--- config.mk ---
export PLATFORM = sky130hd
export DESIGN_NAME = i2c_init_sequencer_flat
export DESIGN_NICKNAME = d
export VERILOG_FILES = /design/src/rtl/i2c_init_sequencer_if.sv /design/src/rtl/i2c_init_sequencer.sv /design/src/flat_wrapper.sv
export SDC_FILE = /design/constraint.sdc
export NUM_CORES = 1
export LEC_CHECK = 0
export CORE_UTILIZATION = 55
export CTS_CLUSTER_DIAMETER = 50
export CTS_CLUSTER_SIZE = 24
export DETAILED_ROUTE_END_ITERATION = 8
export GPL_ROUTABILITY_DRIVEN = 0
export PLACE_DENSITY = 0.74
export SETUP_SLACK_MARGIN = 0.5
export SLEW_MARGIN = 5
export SYNTH_ARGS = -nofsm -noshare
export SYNTH_HDL_FRONTEND = slang
export SYNTH_SLANG_ARGS = --single-unit
--- constraint.sdc ---
create_clock -name hwclk -period 3.9 [get_ports hwclk]
set_clock_uncertainty 0.1 [all_clocks]
set_input_delay 0.585 -clock hwclk [delete_from_list [all_inputs] [get_ports hwclk]]
set_output_delay 0.585 -clock hwclk [all_outputs]
set_load 0.005 [all_outputs]
--- src/rtl/i2c_init_sequencer_if.sv ---
// Transaction interface between the init sequencer and the I2C master.
// The sequencer uses the master modport; the I2C master side uses slave.
interface i2c_init_sequencer_if;
  logic       m_valid;
  logic       m_ready;
  logic [6:0] m_dev;
  logic [7:0] m_reg;
  logic [7:0] m_wdata;
  logic       m_rw;
  logic       m_done;
  logic       m_nack;
  logic [7:0] m_rdata;

  modport master (
    output m_valid, m_dev, m_reg, m_wdata, m_rw,
    input  m_ready, m_done, m_nack, m_rdata
  );

  modport slave (
    input  m_valid, m_dev, m_reg, m_wdata, m_rw,
    output m_ready, m_done, m_nack, m_rdata
  );
endinterface

--- src/rtl/i2c_init_sequencer.sv ---
// Walks a loadable table of I2C register writes, one transaction at a time, with NACK retries.
// Define I2C_INIT_READBACK_VERIFY_EN to read back and compare every write before advancing.
module i2c_init_sequencer #(
  parameter int AW         = 4,
  parameter int GAP_CYCLES = 16,
  parameter int MAX_RETRY  = 3
) (
  input  logic                 hwclk,
  input  logic                 rst_n,
  input  logic                 start,
  input  logic [AW:0]          num_entries,
  input  logic                 tbl_we,
  input  logic [AW-1:0]        tbl_waddr,
  input  logic [22:0]          tbl_wdata,
  i2c_init_sequencer_if.master m,
  output logic                 busy,
  output logic                 done,
  output logic                 error,
  output logic [AW-1:0]        err_index
);
`ifdef I2C_INIT_READBACK_VERIFY_EN
  localparam bit RB_EN = 1'b1;
`else
  localparam bit RB_EN = 1'b0;
`endif
  localparam int RW = $clog2(MAX_RETRY + 2);
  localparam int GW = $clog2(GAP_CYCLES + 1);
  localparam logic [AW:0]   DEPTH     = (AW+1)'(2**AW);
  localparam logic [AW:0]   IDX_ONE   = (AW+1)'(1);
  localparam logic [RW-1:0] RETRY_MAX = RW'(MAX_RETRY);
  localparam logic [RW-1:0] RETRY_ONE = RW'(1);
  localparam logic [GW-1:0] GAP_LAST  = GW'(GAP_CYCLES - 1);
  localparam logic [GW-1:0] GAP_ONE   = GW'(1);

  typedef enum logic [2:0] {IDLE, FETCH, ISSUE, WAIT, GAP, FINISH} state_t;

  state_t        state_q, state_d;
  logic          busy_q, busy_d;
  logic          done_q, done_d;
  logic          error_q, error_d;
  logic [AW-1:0] err_index_q, err_index_d;
  logic          valid_q, valid_d;
  logic          rw_q, rw_d;
  logic [AW:0]   num_q, num_d;
  logic [AW:0]   idx_q, idx_d;
  logic [RW-1:0] retry_q, retry_d;
  logic [GW-1:0] gap_q, gap_d;
  logic          gap_fetch_q, gap_fetch_d;
  logic          rd_next_q, rd_next_d;

  logic [22:0]   tbl_mem [2**AW];
  logic [22:0]   entry_q;
  logic          fetch;
  logic [AW:0]   num_clamped;
  logic [AW:0]   idx_inc;

  // Table is frozen while a sequence runs so retries can reuse entry_q safely.
  always_ff @(posedge hwclk) begin
    if (tbl_we && !busy_q) begin
      tbl_mem[tbl_waddr] <= tbl_wdata;
    end
  end

  always_ff @(posedge hwclk) begin
    if (!rst_n) begin
      entry_q <= '0;
    end else if (fetch) begin
      entry_q <= tbl_mem[idx_q[AW-1:0]];
    end
  end

  always_comb begin
    state_d     = state_q;
    busy_d      = busy_q;
    done_d      = 1'b0;
    error_d     = error_q;
    err_index_d = err_index_q;
    valid_d     = valid_q;
    rw_d        = rw_q;
    num_d       = num_q;
    idx_d       = idx_q;
    retry_d     = retry_q;
    gap_d       = gap_q;
    gap_fetch_d = gap_fetch_q;
    rd_next_d   = rd_next_q;
    fetch       = 1'b0;
    num_clamped = (num_entries > DEPTH) ? DEPTH : num_entries;
    idx_inc     = idx_q + IDX_ONE;

    unique case (state_q)
      IDLE: begin
        if (start) begin
          busy_d  = 1'b1;
          error_d = 1'b0;
          num_d   = num_clamped;
          idx_d   = '0;
          retry_d = '0;
          rw_d    = 1'b0;
          state_d = (num_clamped == '0) ? FINISH : FETCH;
        end
      end
      FETCH: begin
        fetch   = 1'b1;
        valid_d = 1'b1;
        rw_d    = 1'b0;
        state_d = ISSUE;
      end
      ISSUE: begin
        if (m.m_ready) begin
          valid_d = 1'b0;
          state_d = WAIT;
        end
      end
      WAIT: begin
        if (m.m_done) begin
          gap_d = GAP_LAST;
          if (RB_EN && !rw_q && !m.m_nack) begin
            state_d     = GAP;
            gap_fetch_d = 1'b0;
            rd_next_d   = 1'b1;
          end else if (!m.m_nack && (!rw_q || m.m_rdata == entry_q[7:0])) begin
            retry_d   = '0;
            idx_d     = idx_inc;
            rd_next_d = 1'b0;
            if (idx_inc == num_q) begin
              state_d = FINISH;
            end else begin
              state_d     = GAP;
              gap_fetch_d = 1'b1;
            end
          end else if (retry_q < RETRY_MAX) begin
            // A failed readback also restarts from the write.
            retry_d     = retry_q + RETRY_ONE;
            state_d     = GAP;
            gap_fetch_d = 1'b0;
            rd_next_d   = 1'b0;
          end else begin
            error_d     = 1'b1;
            err_index_d = idx_q[AW-1:0];
            state_d     = FINISH;
          end
        end
      end
      GAP: begin
        if (gap_q == '0) begin
          if (gap_fetch_q) begin
            state_d = FETCH;
          end else begin
            state_d = ISSUE;
            valid_d = 1'b1;
            rw_d    = rd_next_q;
          end
        end else begin
          gap_d = gap_q - GAP_ONE;
        end
      end
      FINISH: begin
        done_d  = 1'b1;
        busy_d  = 1'b0;
        state_d = IDLE;
      end
      default: state_d = IDLE;
    endcase
  end

  always_ff @(posedge hwclk) begin
    if (!rst_n) begin
      state_q     <= IDLE;
      busy_q      <= 1'b0;
      done_q      <= 1'b0;
      error_q     <= 1'b0;
      err_index_q <= '0;
      valid_q     <= 1'b0;
      rw_q        <= 1'b0;
      num_q       <= '0;
      idx_q       <= '0;
      retry_q     <= '0;
      gap_q       <= '0;
      gap_fetch_q <= 1'b0;
      rd_next_q   <= 1'b0;
    end else begin
      state_q     <= state_d;
      busy_q      <= busy_d;
      done_q      <= done_d;
      error_q     <= error_d;
      err_index_q <= err_index_d;
      valid_q     <= valid_d;
      rw_q        <= rw_d;
      num_q       <= num_d;
      idx_q       <= idx_d;
      retry_q     <= retry_d;
      gap_q       <= gap_d;
      gap_fetch_q <= gap_fetch_d;
      rd_next_q   <= rd_next_d;
    end
  end

  assign m.m_valid = valid_q;
  assign m.m_dev   = entry_q[22:16];
  assign m.m_reg   = entry_q[15:8];
  assign m.m_wdata = rw_q ? 8'h00 : entry_q[7:0];
  assign m.m_rw    = rw_q;
  assign busy      = busy_q;
  assign done      = done_q;
  assign error     = error_q;
  assign err_index = err_index_q;
endmodule

--- src/flat_wrapper.sv ---
// flat-port wrapper written by rule: the top's interface ports become plain ports
module i2c_init_sequencer_flat 
#(
  parameter int AW         = 4,
  parameter int GAP_CYCLES = 16,
  parameter int MAX_RETRY  = 3
)
  (hwclk, rst_n, start, num_entries, tbl_we, tbl_waddr, tbl_wdata, busy, done, error, err_index, m_m_valid, m_m_dev, m_m_reg, m_m_wdata, m_m_rw, m_m_ready, m_m_done, m_m_nack, m_m_rdata);
  i2c_init_sequencer_if m_i ();
  input  logic hwclk;
  input  logic rst_n;
  input  logic start;
  input  logic [AW:0] num_entries;
  input  logic tbl_we;
  input  logic [AW-1:0] tbl_waddr;
  input  logic [22:0] tbl_wdata;
  output logic busy;
  output logic done;
  output logic error;
  output logic [AW-1:0] err_index;
  output wire logic [$bits(m_i.m_valid)-1:0] m_m_valid;
  output wire logic [$bits(m_i.m_dev)-1:0] m_m_dev;
  output wire logic [$bits(m_i.m_reg)-1:0] m_m_reg;
  output wire logic [$bits(m_i.m_wdata)-1:0] m_m_wdata;
  output wire logic [$bits(m_i.m_rw)-1:0] m_m_rw;
  input wire logic [$bits(m_i.m_ready)-1:0] m_m_ready;
  input wire logic [$bits(m_i.m_done)-1:0] m_m_done;
  input wire logic [$bits(m_i.m_nack)-1:0] m_m_nack;
  input wire logic [$bits(m_i.m_rdata)-1:0] m_m_rdata;
  assign m_m_valid = m_i.m_valid;
  assign m_m_dev = m_i.m_dev;
  assign m_m_reg = m_i.m_reg;
  assign m_m_wdata = m_i.m_wdata;
  assign m_m_rw = m_i.m_rw;
  assign m_i.m_ready = m_m_ready;
  assign m_i.m_done = m_m_done;
  assign m_i.m_nack = m_m_nack;
  assign m_i.m_rdata = m_m_rdata;
  i2c_init_sequencer #(.AW(AW), .GAP_CYCLES(GAP_CYCLES), .MAX_RETRY(MAX_RETRY)) u_core (.hwclk(hwclk), .rst_n(rst_n), .start(start), .num_entries(num_entries), .tbl_we(tbl_we), .tbl_waddr(tbl_waddr), .tbl_wdata(tbl_wdata), .m(m_i), .busy(busy), .done(done), .error(error), .err_index(err_index));
endmodule
==> flow_metrics.env <==
export IMPL_gr_usage_all_layers_pct=22.5
export IMPL_setup_total_negative_slack_ps=0
export IMPL_grt_setup_unrepaired="no"
export IMPL_crit_fanout=19
export IMPL_resized_after_cts=0
export IMPL_max_freq_mhz=413
export IMPL_ioPinCount=79
export IMPL_worstSkewPairLatency_ps=540
export IMPL_worst_r2r_startpoint="u_core.idx_q[0]$_SDFFE_PN0P_"
export IMPL_synth_async_reset_ratio_pct=0
export IMPL_status="finished, final reports clean"
export IMPL_hold_viol_final=0
export IMPL_design_area_um2=18700
export IMPL_fp_coreArea_um2=28800
export IMPL_yosys_register_bits=421
export IMPL_die_height_um=173
export IMPL_via_per_inst=6.18
export IMPL_initial_core_util_pct=56.0
export IMPL_seqPwrFrac_pct=55.2
export IMPL_cellPowerDensity_nw_per_um2=489
export IMPL_hpwl_detailed_um=18700
export IMPL_antennaDiodeCount=0
export IMPL_fp_dieW_um=173
export IMPL_h_tree_depth=2
export IMPL_dominantRegCellSynth="sky130_fd_sc_hd__edfxtp_1"
export IMPL_fin_total_pwr_mw=9.14
export IMPL_remaining_drc_errors=0
export IMPL_cts_repair_timing_setup_buffer_count=0
export IMPL_synth_top_cell_area_share_pct=68.5
export IMPL_grt_pass1_vias=8296
export IMPL_cts_path_max_buffers=3
export IMPL_p_int_mw=7.06
export IMPL_synth_net_count=882
export IMPL_synth_top_cells_by_area="sky130_fd_sc_hd__edfxtp_1, sky130_fd_sc_hd__mux4_2, sky130_fd_sc_hd__dfxtp_1"
export IMPL_yosysWarningCount=0
export IMPL_antenna_violations_before_repair=0
export IMPL_hold_path_class="reg -> reg"
export IMPL_p_clk_share_pct=39.9
export IMPL_endpoint_kind="flip-flop"
export IMPL_post_cts_hold_buffer_count=0
export IMPL_synth_most_common_cell="sky130_fd_sc_hd__edfxtp_1"
export IMPL_tritoncts="yes"
export IMPL_worst_setup_path_startpoint="u_core.idx_q[0]$_SDFFE_PN0P_"
export IMPL_routed_via_count=8213
export IMPL_finalWirelength_um=33000
export IMPL_sw_frac_of_total_pct=22.8
export IMPL_number_of_instances_in_the_synthesized_netlist=831
export IMPL_grt_start_max_net_pins=42
export IMPL_number_of_maximum_capacitance_constraint_violations=0
export IMPL_drtAntennaViolNets=0
export IMPL_slew_violations=0
export IMPL_port_buffers=69
export IMPL_worstSetupStartpointType="flip-flop"
export IMPL_setup_violations=0
export IMPL_ys_types=59
export IMPL_detail_route_first_pass_iterations=5
export IMPL_worstSetupPathType="reg -> reg"
export IMPL_vdd_ir_drop_max_mv=0.285
export IMPL_worst_slew_pin_slew_ps=724
export IMPL_synth_area_per_cell_um2=19.4
export IMPL_number_of_clock_buffers_inserted_by_tritoncts=35
export IMPL_post_route_period_util_pct=62.1
export IMPL_placement_cell_area_um2=17500
export IMPL_synth_largest_area_cell="sky130_fd_sc_hd__edfxtp_1"
export IMPL_final_nets=969
export IMPL_clk_root_buffer_cell="sky130_fd_sc_hd__clkbuf_16"
export IMPL_die_area_um2=30000
export IMPL_grt_pass1_wl_um=50000
export IMPL_arrival_ps=2740
export IMPL_grt_overflow_total=0
export IMPL_power_static_leakage_nw=5.81
export IMPL_crit_required_ps=4220
export IMPL_total_net_switching_power_mw=2.08
export IMPL_slew_limit_headroom_pct=51.5
export IMPL_drt_iter0_markers=925
export IMPL_placementRows=62
export IMPL_clkTransAtPathRegs_ps=80
export IMPL_wl_per_cell_um=24.9
export IMPL_fin_crit_ps=2420
export IMPL_holdCritStartpoint="u_core.entry_q[20]$_SDFFE_PN0P_"
export IMPL_seq_total_area_yosys_pct=75.1
export IMPL_area_growth_synth_to_final_pct=16.0
export IMPL_synth_edf_count=368
export IMPL_combinationalPowerShare_pct=4.9
export IMPL_synth_top_cells_by_count="sky130_fd_sc_hd__edfxtp_1, sky130_fd_sc_hd__mux4_2, sky130_fd_sc_hd__dfxtp_1"
export IMPL_syn_cell_area_um2=16100
export IMPL_share_of_layout_cells_above_drive_strength_1_pct=22.3
export IMPL_clock_sinks=421
==> power by group through the flow <==
stage	registers, mW	clock network (mW)	logic [mW]
global route	5.06	3.86	0.488
detailed placement	5.15	0	0.447
floorplan	5.12	0	0.226
finish	5.05	3.65	0.447
global placement	5.14	0	0.437
CTS	5.05	3.70	0.449
==> state kept, by name, summed over array words and instances (netlist names), 3 cells and up <==
signal            count
u_core.idx_q          5
u_core.state_q        3
u_core.err_index      4
u_core.tbl_mem      368
u_core.num_q          5
u_core.gap_q          5
u_core.retry_q        3
u_core.entry_q       23
==> through the flow <==
step           instances  setup WS, ps  hold WS [ps]  utilization [%]
4_1_cts             1329          1450           354             65.0
5_1_grt             1329          1330           381             65.0
3_3_place_gp        1265          1230           336             60.7
2_1_floorplan        831           742           322                -
3_5_place_dp        1265          1160           344             60.7
6_report            1329          1480           349             65.0
==> final cells by class <==
| cell class | instances | area, µm² |
|---|---|---|
| clock buffers | 37 | 905 |
| flip-flops and latches | 421 | 12100 |
| multi-input cells | 352 | 3810 |
| clock inverters | 27 | 327 |
| fillers | 1900 | 10100 |
| repair buffers | 101 | 1030 |
| inverters | 7 | 26.3 |
| well taps | 384 | 480 |
==> placed cells by master (no fill, tap or decap), types with 5 or more instances in the layout <==
cell                              Yosys  final
sky130_fd_sc_hd__nand3b_1             6      6
sky130_fd_sc_hd__o21ai_1             24     24
sky130_fd_sc_hd__o21a_1               5      5
sky130_fd_sc_hd__clkdlybuf4s50_1      0     69
sky130_fd_sc_hd__a221oi_1            25     25
sky130_fd_sc_hd__inv_1                7      7
sky130_fd_sc_hd__nor3_1              10      6
sky130_fd_sc_hd__a22o_1              23     23
sky130_fd_sc_hd__mux2i_1              5      5
sky130_fd_sc_hd__clkinv_8             0      8
sky130_fd_sc_hd__mux4_2              92     92
sky130_fd_sc_hd__edfxtp_1           368    368
sky130_fd_sc_hd__inv_6                0      6
sky130_fd_sc_hd__buf_4                3     24
sky130_fd_sc_hd__buf_12               0      8
sky130_fd_sc_hd__nor2_1              26     13
sky130_fd_sc_hd__nor2_2               0     13
sky130_fd_sc_hd__clkinvlp_4           0      5
sky130_fd_sc_hd__nand3_1              6      6
sky130_fd_sc_hd__dfxtp_1             53     51
sky130_fd_sc_hd__a21oi_1             15     15
sky130_fd_sc_hd__nand2_1             43     43
sky130_fd_sc_hd__clkbuf_16            0     36
sky130_fd_sc_hd__and2_1               6      6
==> final timing paths <==
path	to	slack [ps]	cells after the start
max	u_core.entry_q[3]$_SDFFE_PN0P_	1480	5
min	u_core.entry_q[20]$_SDFFE_PN0P_	350	2
max reg2reg	u_core.entry_q[3]$_SDFFE_PN0P_	1480	5
min reg2reg	u_core.entry_q[20]$_SDFFE_PN0P_	350	2
==> worst max-delay path, cell delays in order, from the launching register on <==
cell	delay [ps]
sky130_fd_sc_hd__dfxtp_4	600
sky130_fd_sc_hd__buf_4	370
sky130_fd_sc_hd__mux4_2	530
sky130_fd_sc_hd__a22o_1	190
sky130_fd_sc_hd__a221oi_1	410
sky130_fd_sc_hd__o21ai_1	100
==> logic make-up (layout without fill, tap and decap cells) <==
| group | count (synthesis) | after routing | share of synthesized area [%] |
|---|---|---|---|
| AO/OA/AOI/OAI | 115 | 115 | 5.25 |
| XOR/XNOR | 10 | 10 | 0.722 |
| adder cells (fa/ha/maj) | 4 | 4 | 0.310 |
| buffers and inverters | 58 | 172 | 1.57 |
| flip-flops | 421 | 421 | 75.1 |
| multiplexers | 97 | 97 | 13.2 |
| other | 1 | 1 | 0.0233 |
| AND/OR/NAND/NOR | 125 | 125 | 3.84 |
==> metal layers <==
metal | GRT usage, % | vias to the layer above | wire, µm
li1 | - | 3607 | -
met2 | 35.2 | 299 | 16000
met1 | 32.7 | 4265 | 14300
met4 | 7.49 | 0 | 657
met3 | 4.10 | 42 | 2080
met5 | 0 | - | 0
Power figures use the tool's default switching activity.
